===== src/rtl/fp_addsub_pipe.sv =====
// fp_addsub_pipe: 3-stage parametrised floating-point adder/subtractor with
// valid/ready flow control, round-to-nearest-even and special-value handling.
module fp_addsub_pipe #(
  parameter int unsigned EXP_W = 8,
  parameter int unsigned MAN_W = 23,
  parameter int unsigned TAG_W = 4
) (
  input  logic                 clk,
  input  logic                 rst_n,
  input  logic                 in_valid,
  output logic                 in_ready,
  input  logic [EXP_W+MAN_W:0] in_a,
  input  logic [EXP_W+MAN_W:0] in_b,
  input  logic                 in_sub,
  input  logic [TAG_W-1:0]     in_tag,
  output logic                 out_valid,
  input  logic                 out_ready,
  output logic [EXP_W+MAN_W:0] out_result,
  output logic [TAG_W-1:0]     out_tag,
  output logic                 out_ovf,
  output logic                 out_nan
);
  localparam int unsigned W    = 1 + EXP_W + MAN_W;
  localparam int unsigned MW   = MAN_W + 4;          // hidden + frac + G/R/S
  localparam int unsigned EW2  = EXP_W + 2;          // headroom for carry/round
  localparam int unsigned RW   = MAN_W + 2;
  localparam int unsigned LZ_W = $clog2(MW + 1);
  localparam logic [EXP_W-1:0] EXP_MAX = '1;
  localparam logic [W-1:0]     QNAN    = {1'b0, EXP_MAX, 1'b1, {(MAN_W-1){1'b0}}};

  // One global advance: every stage moves together or holds, bubbles included.
  logic w_en;
  assign w_en     = !out_valid || out_ready;
  assign in_ready = w_en;

  function automatic logic [LZ_W-1:0] lzc(input logic [MW-1:0] v);
    logic [LZ_W-1:0] n;
    logic            found;
    n     = LZ_W'(MW);
    found = 1'b0;
    for (int i = int'(MW) - 1; i >= 0; i--) begin
      if (!found && v[i]) begin
        n     = LZ_W'(int'(MW) - 1 - i);
        found = 1'b1;
      end
    end
    return n;
  endfunction

  // ---------------- Stage 1: unpack, classify, swap, align ----------------
  logic             w_sa, w_sb;
  logic [EXP_W-1:0] w_ea, w_eb, w_el, w_es, w_ediff;
  logic [MAN_W-1:0] w_fa, w_fb;
  logic [MAN_W:0]   w_ma, w_mb, w_ml, w_ms;
  logic             w_sl, w_swap;
  logic [2*MW-1:0]  w_shift;
  logic [MW-1:0]    w_small;
  logic             w_a_nan, w_b_nan, w_a_inf, w_b_inf, w_spec, w_spec_nan;
  logic [W-1:0]     w_spec_res;

  always_comb begin
    w_sa   = in_a[W-1];
    w_ea   = in_a[W-2 -: EXP_W];
    w_fa   = in_a[MAN_W-1:0];
    w_sb   = in_b[W-1] ^ in_sub;
    w_eb   = in_b[W-2 -: EXP_W];
    w_fb   = in_b[MAN_W-1:0];
    w_ma   = (w_ea == '0) ? '0 : {1'b1, w_fa};
    w_mb   = (w_eb == '0) ? '0 : {1'b1, w_fb};
    w_swap = {w_eb, w_mb} > {w_ea, w_ma};
    if (w_swap) begin
      w_sl = w_sb; w_el = w_eb; w_ml = w_mb; w_es = w_ea; w_ms = w_ma;
    end else begin
      w_sl = w_sa; w_el = w_ea; w_ml = w_ma; w_es = w_eb; w_ms = w_mb;
    end
    w_ediff = w_el - w_es;
    w_shift = {w_ms, 3'b000, {MW{1'b0}}} >> w_ediff;
    if (32'(w_ediff) >= MW) begin
      w_small = {{(MW-1){1'b0}}, |w_ms};
    end else begin
      w_small = {w_shift[2*MW-1:MW+1], w_shift[MW] | (|w_shift[MW-1:0])};
    end
    w_a_nan    = (w_ea == EXP_MAX) && (w_fa != '0);
    w_b_nan    = (w_eb == EXP_MAX) && (w_fb != '0);
    w_a_inf    = (w_ea == EXP_MAX) && (w_fa == '0);
    w_b_inf    = (w_eb == EXP_MAX) && (w_fb == '0);
    w_spec     = w_a_nan || w_b_nan || w_a_inf || w_b_inf;
    w_spec_nan = w_a_nan || w_b_nan || (w_a_inf && w_b_inf && (w_sa != w_sb));
    if (w_spec_nan)   w_spec_res = QNAN;
    else if (w_a_inf) w_spec_res = {w_sa, EXP_MAX, {MAN_W{1'b0}}};
    else              w_spec_res = {w_sb, EXP_MAX, {MAN_W{1'b0}}};
  end

  logic             r1_valid, r1_sign, r1_eff_sub, r1_spec, r1_nan;
  logic [EXP_W-1:0] r1_exp;
  logic [MW-1:0]    r1_ml, r1_ms;
  logic [W-1:0]     r1_spec_res;
  logic [TAG_W-1:0] r1_tag;

  always_ff @(posedge clk or negedge rst_n) begin
    if (!rst_n) begin
      r1_valid    <= 1'b0;
      r1_sign     <= 1'b0;
      r1_eff_sub  <= 1'b0;
      r1_spec     <= 1'b0;
      r1_nan      <= 1'b0;
      r1_exp      <= '0;
      r1_ml       <= '0;
      r1_ms       <= '0;
      r1_spec_res <= '0;
      r1_tag      <= '0;
    end else if (w_en) begin
      r1_valid    <= in_valid;
      r1_sign     <= w_sl;
      r1_eff_sub  <= w_sa ^ w_sb;
      r1_spec     <= w_spec;
      r1_nan      <= w_spec_nan;
      r1_exp      <= w_el;
      r1_ml       <= {w_ml, 3'b000};
      r1_ms       <= w_small;
      r1_spec_res <= w_spec_res;
      r1_tag      <= in_tag;
    end
  end

  // ---------------- Stage 2: add/subtract and normalise ----------------
  logic [MW:0]      w_sum;
  logic [MW-1:0]    w_diff, w_norm, w_mant2;
  logic [LZ_W-1:0]  w_lz;
  logic [EW2-1:0]   w_exp2;
  logic             w_sign2, w_zero2;

  always_comb begin
    w_sum   = {1'b0, r1_ml} + {1'b0, r1_ms};
    w_diff  = r1_ml - r1_ms;
    w_lz    = lzc(w_diff);
    w_norm  = w_diff << w_lz;
    w_sign2 = r1_sign;
    w_exp2  = EW2'(r1_exp);
    w_mant2 = '0;
    w_zero2 = 1'b0;
    if (!r1_eff_sub) begin
      if (w_sum[MW]) begin
        w_mant2 = {w_sum[MW:2], w_sum[1] | w_sum[0]};
        w_exp2  = EW2'(r1_exp) + EW2'(1);
      end else begin
        w_mant2 = w_sum[MW-1:0];
      end
      w_zero2 = (w_sum == '0);
    end else if (w_diff == '0) begin
      w_zero2 = 1'b1;
      w_sign2 = 1'b0;
    end else begin
      w_mant2 = w_norm;
      if (32'(r1_exp) <= 32'(w_lz)) w_zero2 = 1'b1;
      else                          w_exp2  = EW2'(r1_exp) - EW2'(w_lz);
    end
  end

  logic             r2_valid, r2_sign, r2_zero, r2_spec, r2_nan;
  logic [EW2-1:0]   r2_exp;
  logic [MW-1:0]    r2_mant;
  logic [W-1:0]     r2_spec_res;
  logic [TAG_W-1:0] r2_tag;

  always_ff @(posedge clk or negedge rst_n) begin
    if (!rst_n) begin
      r2_valid    <= 1'b0;
      r2_sign     <= 1'b0;
      r2_zero     <= 1'b0;
      r2_spec     <= 1'b0;
      r2_nan      <= 1'b0;
      r2_exp      <= '0;
      r2_mant     <= '0;
      r2_spec_res <= '0;
      r2_tag      <= '0;
    end else if (w_en) begin
      r2_valid    <= r1_valid;
      r2_sign     <= w_sign2;
      r2_zero     <= w_zero2;
      r2_spec     <= r1_spec;
      r2_nan      <= r1_nan;
      r2_exp      <= w_exp2;
      r2_mant     <= w_mant2;
      r2_spec_res <= r1_spec_res;
      r2_tag      <= r1_tag;
    end
  end

  // ---------------- Stage 3: round to nearest even and pack ----------------
  logic             w_inc, w_ovf3;
  logic [RW-1:0]    w_rnd;
  logic [EW2-1:0]   w_exp3;
  logic [MAN_W-1:0] w_frac3;
  logic [W-1:0]     w_res3;

  always_comb begin
    w_inc   = r2_mant[2] & (r2_mant[1] | r2_mant[0] | r2_mant[3]);
    w_rnd   = {1'b0, r2_mant[MW-1:3]} + RW'(w_inc);
    w_exp3  = r2_exp;
    w_frac3 = w_rnd[MAN_W-1:0];
    w_ovf3  = 1'b0;
    if (w_rnd[MAN_W+1]) begin
      w_exp3  = r2_exp + EW2'(1);
      w_frac3 = '0;
    end
    if (r2_spec) begin
      w_res3 = r2_spec_res;
    end else if (r2_zero) begin
      w_res3 = {r2_sign, {(W-1){1'b0}}};
    end else if (w_exp3 >= EW2'(EXP_MAX)) begin
      w_res3 = {r2_sign, EXP_MAX, {MAN_W{1'b0}}};
      w_ovf3 = 1'b1;
    end else begin
      w_res3 = {r2_sign, w_exp3[EXP_W-1:0], w_frac3};
    end
  end

  always_ff @(posedge clk or negedge rst_n) begin
    if (!rst_n) begin
      out_valid  <= 1'b0;
      out_result <= '0;
      out_tag    <= '0;
      out_ovf    <= 1'b0;
      out_nan    <= 1'b0;
    end else if (w_en) begin
      out_valid  <= r2_valid;
      out_result <= w_res3;
      out_tag    <= r2_tag;
      out_ovf    <= w_ovf3;
      out_nan    <= r2_nan;
    end
  end

endmodule


===== config.mk =====
export PLATFORM = sky130hd
export DESIGN_NAME = fp_addsub_pipe
export DESIGN_NICKNAME = d
export VERILOG_FILES = /design/src/rtl/fp_addsub_pipe.sv
export SDC_FILE = /design/constraint.sdc
export NUM_CORES = 1
export LEC_CHECK = 0
export CORE_MARGIN = 2
export CORE_UTILIZATION = 50
export CTS_CLUSTER_SIZE = 30
export DETAILED_ROUTE_END_ITERATION = 12
export PLACE_DENSITY = 0.74
export SLEW_MARGIN = 20
export SYNTH_ARGS = -nofsm -noshare
export SYNTH_HDL_FRONTEND = slang
export SYNTH_SLANG_ARGS = --single-unit

===== constraint.sdc =====
create_clock -name clk -period 5.81 [get_ports clk]
set_input_delay 1.162 -clock clk [delete_from_list [all_inputs] [get_ports clk]]
set_output_delay 1.162 -clock clk [all_outputs]
set_load 0.05 [all_outputs]

==> results.ini <==
[outcome]
outcome=complete, but fails checks
violations=setup timing

[floorplan]
io_pins=113
die_h_um=180.6
num_rows=64
fp.coreArea_sq_mm=0.03067
die_w_um=180.6
dieArea_sq_mm=0.03262
initial_core_util_pct=50.85

[setup_path]
worstSetupStartpointType=input pin
worstPathRequired_ns=6.15
startpoint=in_b[23]
r2r-start=r1_ms[14]$_DFFE_PN0P_
crit_path_end_kind=flop
cp_max_fo=8
critical_path_class=in -> reg
critPathArrivalTime_ns=6.48

[routing]
routed_via_density=6.211
ant_nets=0
post_drt_wl_per_cell_um=20.50
post-route-drc-count=0
first_pass_iters=6
vias=17545
wirelength_um=57910
drt_iter0_drc=1731

[placed_design]
dpl.hpwl_um=42530
place_congestion=1.053
portBuffers=112
dpl.cell_count=2758
place_area_sq_mm=0.01952

[cells_and_area]
final_cells=2825
area_growth_pct=36.91
fillers=2446
stdcell_area_sq_mm=0.02135
drive_gt1_share_pct=26.77
num-nets-final=2581
post-route-util_pct=69.61

[synthesis]
synth.distinct_cells=106
synth-seq-cells=157
syn_area_sq_mm=0.01559
yosysTopAreaCell=dfrtp_1
synth_top_area_share_pct=25.19
post-synth-top-count-cell=nand2_1
synth.area.top_cells=dfrtp_1 25%, nand2_1 7.7%, ha_1 7.2%
yosysWarnings=0
synth_nets=2199
synthTopCellsByCount=318 x nand2_1, 199 x nor2_1, 157 x dfrtp_1
synthFlopType=dfrtp_1
synth_edf_count=0
seq_area_frac_synth_pct=25.19
avgSynthCellArea_sq_um=7.667
synthArstFlopShare_pct=100.0
syn_inst=2034

[timing]
period_needed_ns=6.134
fin_setup_tns_ns=-1.454
worst_slack_ns=-0.3240
timing.final.crit_share_pct=105.6
rsz0062_at_grt=true
hold_violations=0
fmax_mhz=163.0
drv_slew=0
finalSetupViolCount=11
clock_skew_ns=0.01299
max-slew-margin-rel_pct=37.40
tightest_slew_ns=0.9390

[global_routing]
grt_max_degree=111
grt_pass1_vias=16970
grt_pass1_wl_um=91280
gr-total-overflow=0
antenna_found_initial=2
grt_usage_pct=34.77

[clocking]
cts_buffer_depth=2
hold_buffers=0
numCtsBuffers=17
cts_root_buffer=clkbuf_16
clock_latency_ns=0.45
h-tree-depth=4
clk_pin_slew_worst_paths_ns=0.07
cts_tree=done
cts_sinks=157

[hold_path]
hold_path_startpoint=r2_valid$_DFFE_PN0P_
hp-class=reg -> reg

[power]
peakVddDrop_v=0.0003086
cellLeakagePower_nw=9.374
power_mw=9.784
cellPowerDensity_mw_per_mm2=458.2

[job]
max-cap-violations=0

kinds of logic (layout without fill, tap and decap cells):
family	Yosys count	after routing	synth area share (%)
and+or+nand+nor	795	795	23.87
AOI/OAI and AO/OA	561	561	23.48
buffers and inverters	224	618	5.664
DFF	157	157	25.19
muxes	121	121	9.507
adders and majority gates	92	92	7.478
xor gates and xnor gates	84	84	4.814
other	0	1	0
critical path, stage by stage:
cell      delay [ns]
buf_6           0.10
nor4_4          0.32
nand2_4         0.12
buf_12          0.16
buf_16          0.14
nand2_2         0.08
inv_1           0.07
ha_4            0.25
nand4_1         0.19
buf_4           0.17
nor2_2          0.04
a221oi_2        0.30
a31oi_4         0.16
or4b_4          0.54
o21a_1          0.15
ha_4            0.36
buf_12          0.16
mux4_2          0.56
mux2_4          0.30
mux2i_4         0.18
nor4_4          0.08
a41oi_2         0.24
o31ai_4         0.11
buf_4           0.15
nand4b_1        0.11
a221oi_2        0.07
o31ai_1         0.22
timing repair:
| item | 4_1_cts | 5_1_grt |
|---|---|---|
| resized for setup | 174 | 84 |
| setup endpoints to repair | 27 | 37 |
| buffers inserted | 18 | 15 |
| pin swaps | 48 | 41 |
| cloned | 6 | 0 |
flip-flops by register name, indices dropped and copies added (netlist names), 4 cells and up:
| register | flops |
|---|---|
| r1_tag | 4 |
| out_result | 32 |
| r2_tag | 4 |
| r1_ms | 27 |
| r1_exp | 8 |
| r1_ml | 24 |
| out_tag | 4 |
| r2_exp | 10 |
| r2_mant | 27 |
layer usage:
| layer | wire length [um] | vias up | track usage, % |
|---|---|---|---|
| met5 | 13 | - | 0 |
| met4 | 2739 | 2 | 16.77 |
| met3 | 3233 | 165 | 4.002 |
| met2 | 27660 | 781 | 58.32 |
| met1 | 24260 | 8442 | 44.64 |
| li1 | - | 8155 | - |
cells in the final DEF, fill, tap and decap left out, drive strengths merged, types with 9 or more instances in the layout:
cell             n
o22ai           16
inv            113
nand2          319
nand3           47
or2              9
a22oi            9
a21oi          114
a221oi           9
xnor2           57
a31oi           50
dfrtp          157
nand4           35
nor2           201
a211oi          26
o21ai          161
and2            10
nor4            27
mux4            19
o21a            11
nor2b           10
or3              9
and3            24
clkdlybuf4s50   95
mux2            24
o31ai           23
a21o            22
ha              90
o211ai          30
mux2i           78
nand2b          15
xor2            27
buf            374
clkbuf          21
nor3            54
power by group:
| part | internal (mW) | switching (mW) | total (mW) |
|---|---|---|---|
| logic | 2.80 | 4.02 | 6.82 |
| registers | 1.46 | 0.343 | 1.81 |
| clock network | 0.680 | 0.476 | 1.16 |
| total | 4.94 | 4.84 | 9.78 |
worst paths after layout:
kind / to / slack, ns / depth (start not counted)
max: r1_ms[0]$_DFFE_PN0P_ / -0.32 / 27
min: out_valid$_DFFE_PN0P_ / 0.46 / 1
max reg2reg: r2_exp[8]$_DFFE_PN0P_ / 0.14 / 24
min reg2reg: out_valid$_DFFE_PN0P_ / 0.46 / 1
max in group asynchronous: r1_ml[20]$_DFFE_PN0P_ / 3.73 / 2
min in group asynchronous: r1_ms[13]$_DFFE_PN0P_ / 0.85 / 1
layout make-up:
class | instances | area, sq um | share of cell area [%]
diodes | 1 | 2.502 | 0.01172
clock buffers | 20 | 436.7 | 2.045
clock inverters | 11 | 160.2 | 0.7501
inverters | 112 | 425.4 | 1.992
multi-input cells | 1653 | 11810 | 55.33
flip-flops and latches | 157 | 3929 | 18.40
well taps | 396 | 495.5 | 2.321
repair buffers | 475 | 4088 | 19.15
per-stage QoR:
stage / setup WS [ns] / hold slack (ns)
floorplan: -0.4586 / 0.4300
global placement: -1.026 / 0.4430
detailed placement: -1.246 / 0.4453
global route: -0.4885 / 0.4975
CTS: -0.2143 / 0.4561
finish: -0.3240 / 0.4592
Power figures use the tool's default switching activity.
==> RTL edit, RTL diff (config.mk and constraints unchanged) <==
Put one more register stage on the output `out_ovf`, with the module's reset. The value now appears one clock later. The other outputs are not delayed to match.
--- a/src/rtl/fp_addsub_pipe.sv
+++ b/src/rtl/fp_addsub_pipe.sv
@@ -28,6 +28,8 @@
   localparam logic [EXP_W-1:0] EXP_MAX = '1;
   localparam logic [W-1:0]     QNAN    = {1'b0, EXP_MAX, 1'b1, {(MAN_W-1){1'b0}}};
 
+  logic out_ovf_s0;
+
   // One global advance: every stage moves together or holds, bubbles included.
   logic w_en;
   assign w_en     = !out_valid || out_ready;
@@ -221,16 +223,24 @@
       out_valid  <= 1'b0;
       out_result <= '0;
       out_tag    <= '0;
-      out_ovf    <= 1'b0;
+      out_ovf_s0 <= 1'b0;
       out_nan    <= 1'b0;
     end else if (w_en) begin
       out_valid  <= r2_valid;
       out_result <= w_res3;
       out_tag    <= r2_tag;
-      out_ovf    <= w_ovf3;
+      out_ovf_s0 <= w_ovf3;
       out_nan    <= r2_nan;
     end
   end
 
+  always_ff @(posedge clk or negedge rst_n) begin
+    if (!rst_n) begin
+      out_ovf <= '0;
+    end else begin
+      out_ovf <= out_ovf_s0;
+    end
+  end
+
 endmodule
 
Function: changed (Yosys sat finds a counterexample within 4 cycles, from zero or initial values and one cycle with rst_n low).
==> RTL edit against the original RTL <==
Largest power group unchanged. Sequential cell count is 1 higher. Power increased by 2.5%. Design area is 0.36% higher. Via count decreased by 0.50%. Final cell count increased by 0.85%. Routed wire length increased by 0.65%. Area after synthesis rose by 0.16%. Synthesized cell count about the same. Setup slack worse by 0.036 ns. The flow still finishes with violations (negative setup slack).
==> RTL edit: results <==
[status]
status = finished, violations left
violations = negative setup slack

[drt]
dr.pass1.iters = 6
drt_wl_total_um = 58300
drt_iter0_markers = 1592
vias = 17500

[hold_path]
hold_end = out_ovf$_DFF_PN0_
min_path_cells = 0
hold_start = out_ovf_s0$_DFFE_PN0P_

[pwr]
power.share.combinational_pct = 70.5
peakVddDrop_v = 0.000272
leakagePower_nw = 9.51
switching_share_pct = 50.3
finalPower_mw = 10.0
seq_cell_power_mw = 1.81

[cells_and_area]
instances_no_fill = 2849
drive_gt1_share_pct = 27.3
fin_nets = 2605
diodes = 0

[sta]
skew_ns = 0.0134
setup_ws_ns = -0.360
worst_pin_slew_ns = 0.977
finalSetupViolations = 22
fin_setup_tns_ns = -2.24
hold_ws_ns = 0.390

[synthesis]
synth_nets = 2200
synth_edf_count = 0
synth_xor_area_share_pct = 4.81
ys_seq_area_share_pct = 25.3
synth_compound_area_share_pct = 23.4
synth.area.mux_share_pct = 9.49
netlist_instances = 2035
yosysTopAreaCellShare_pct = 25.3
synthAdderAreaFrac_pct = 7.47
synth_ff_type = dfrtp_1
synthTopCellsByArea = dfrtp_1, nand2_1, ha_1

[clock_tree]
cts_resized = 135
cts_buffer_depth = 2
cts_sinks = 158
cts_setup_buffers = 20

[global_routing]
grt_pass1_wl_um = 91500
grtUsageMet3_pct = 3.69
grt_max_degree = 97
gr-usage-all-layers_pct = 35.0
grt_use_met2_pct = 57.2

[critical_path]
r2r_start = r1_ml[3]$_DFFE_PN0P_
worstPathMaxFanout = 7
r2r_slack_ns = 0.29
cp.arrival_ns = 6.49
worst-r2r-cell-count = 23
critPathLaunch = in_b[28]

[placement]
pre_cts_slack_ns = -1.19
dpl_cell_area_mm2 = 0.0197
hpwl_um = 44400
gp_congestion = 1.01
## RTL edit: cell type report
class	instances	area [um2]
clock buffer	17	425
clock inverter	15	189
fill	2503	9240
inverter	112	425
multi-input combinational	1654	11700
sequential	158	3950
tap	396	495
timing repair buffer	497	4210
## RTL edit: layer usage
layer	part of all wire [%]	vias to the layer above
met2	46	741
li1	-	8210
met5	0.017	-
met3	6.1	142
met4	4.5	2
met1	43	8363
## RTL edit: worst register-to-register path: stages (launching register included)
cell and delay, ns:
dfrtp_1 0.38, ha_1 0.30, or4b_4 0.50, a221oi_4 0.30, buf_6 0.17, nand3_4 0.11, a211oi_4 0.34, nor4b_4 0.09
a2111oi_4 0.34, buf_4 0.20, nand4_4 0.15, nor2_4 0.21, a22o_4 0.18, nand2_4 0.06, inv_1 0.06, ha_1 0.15
inv_2 0.05, fa_1 0.38, a21o_1 0.19, a21oi_1 0.21, nor2b_1 0.07, or4_4 0.49, or3_4 0.34, a31oi_1 0.19
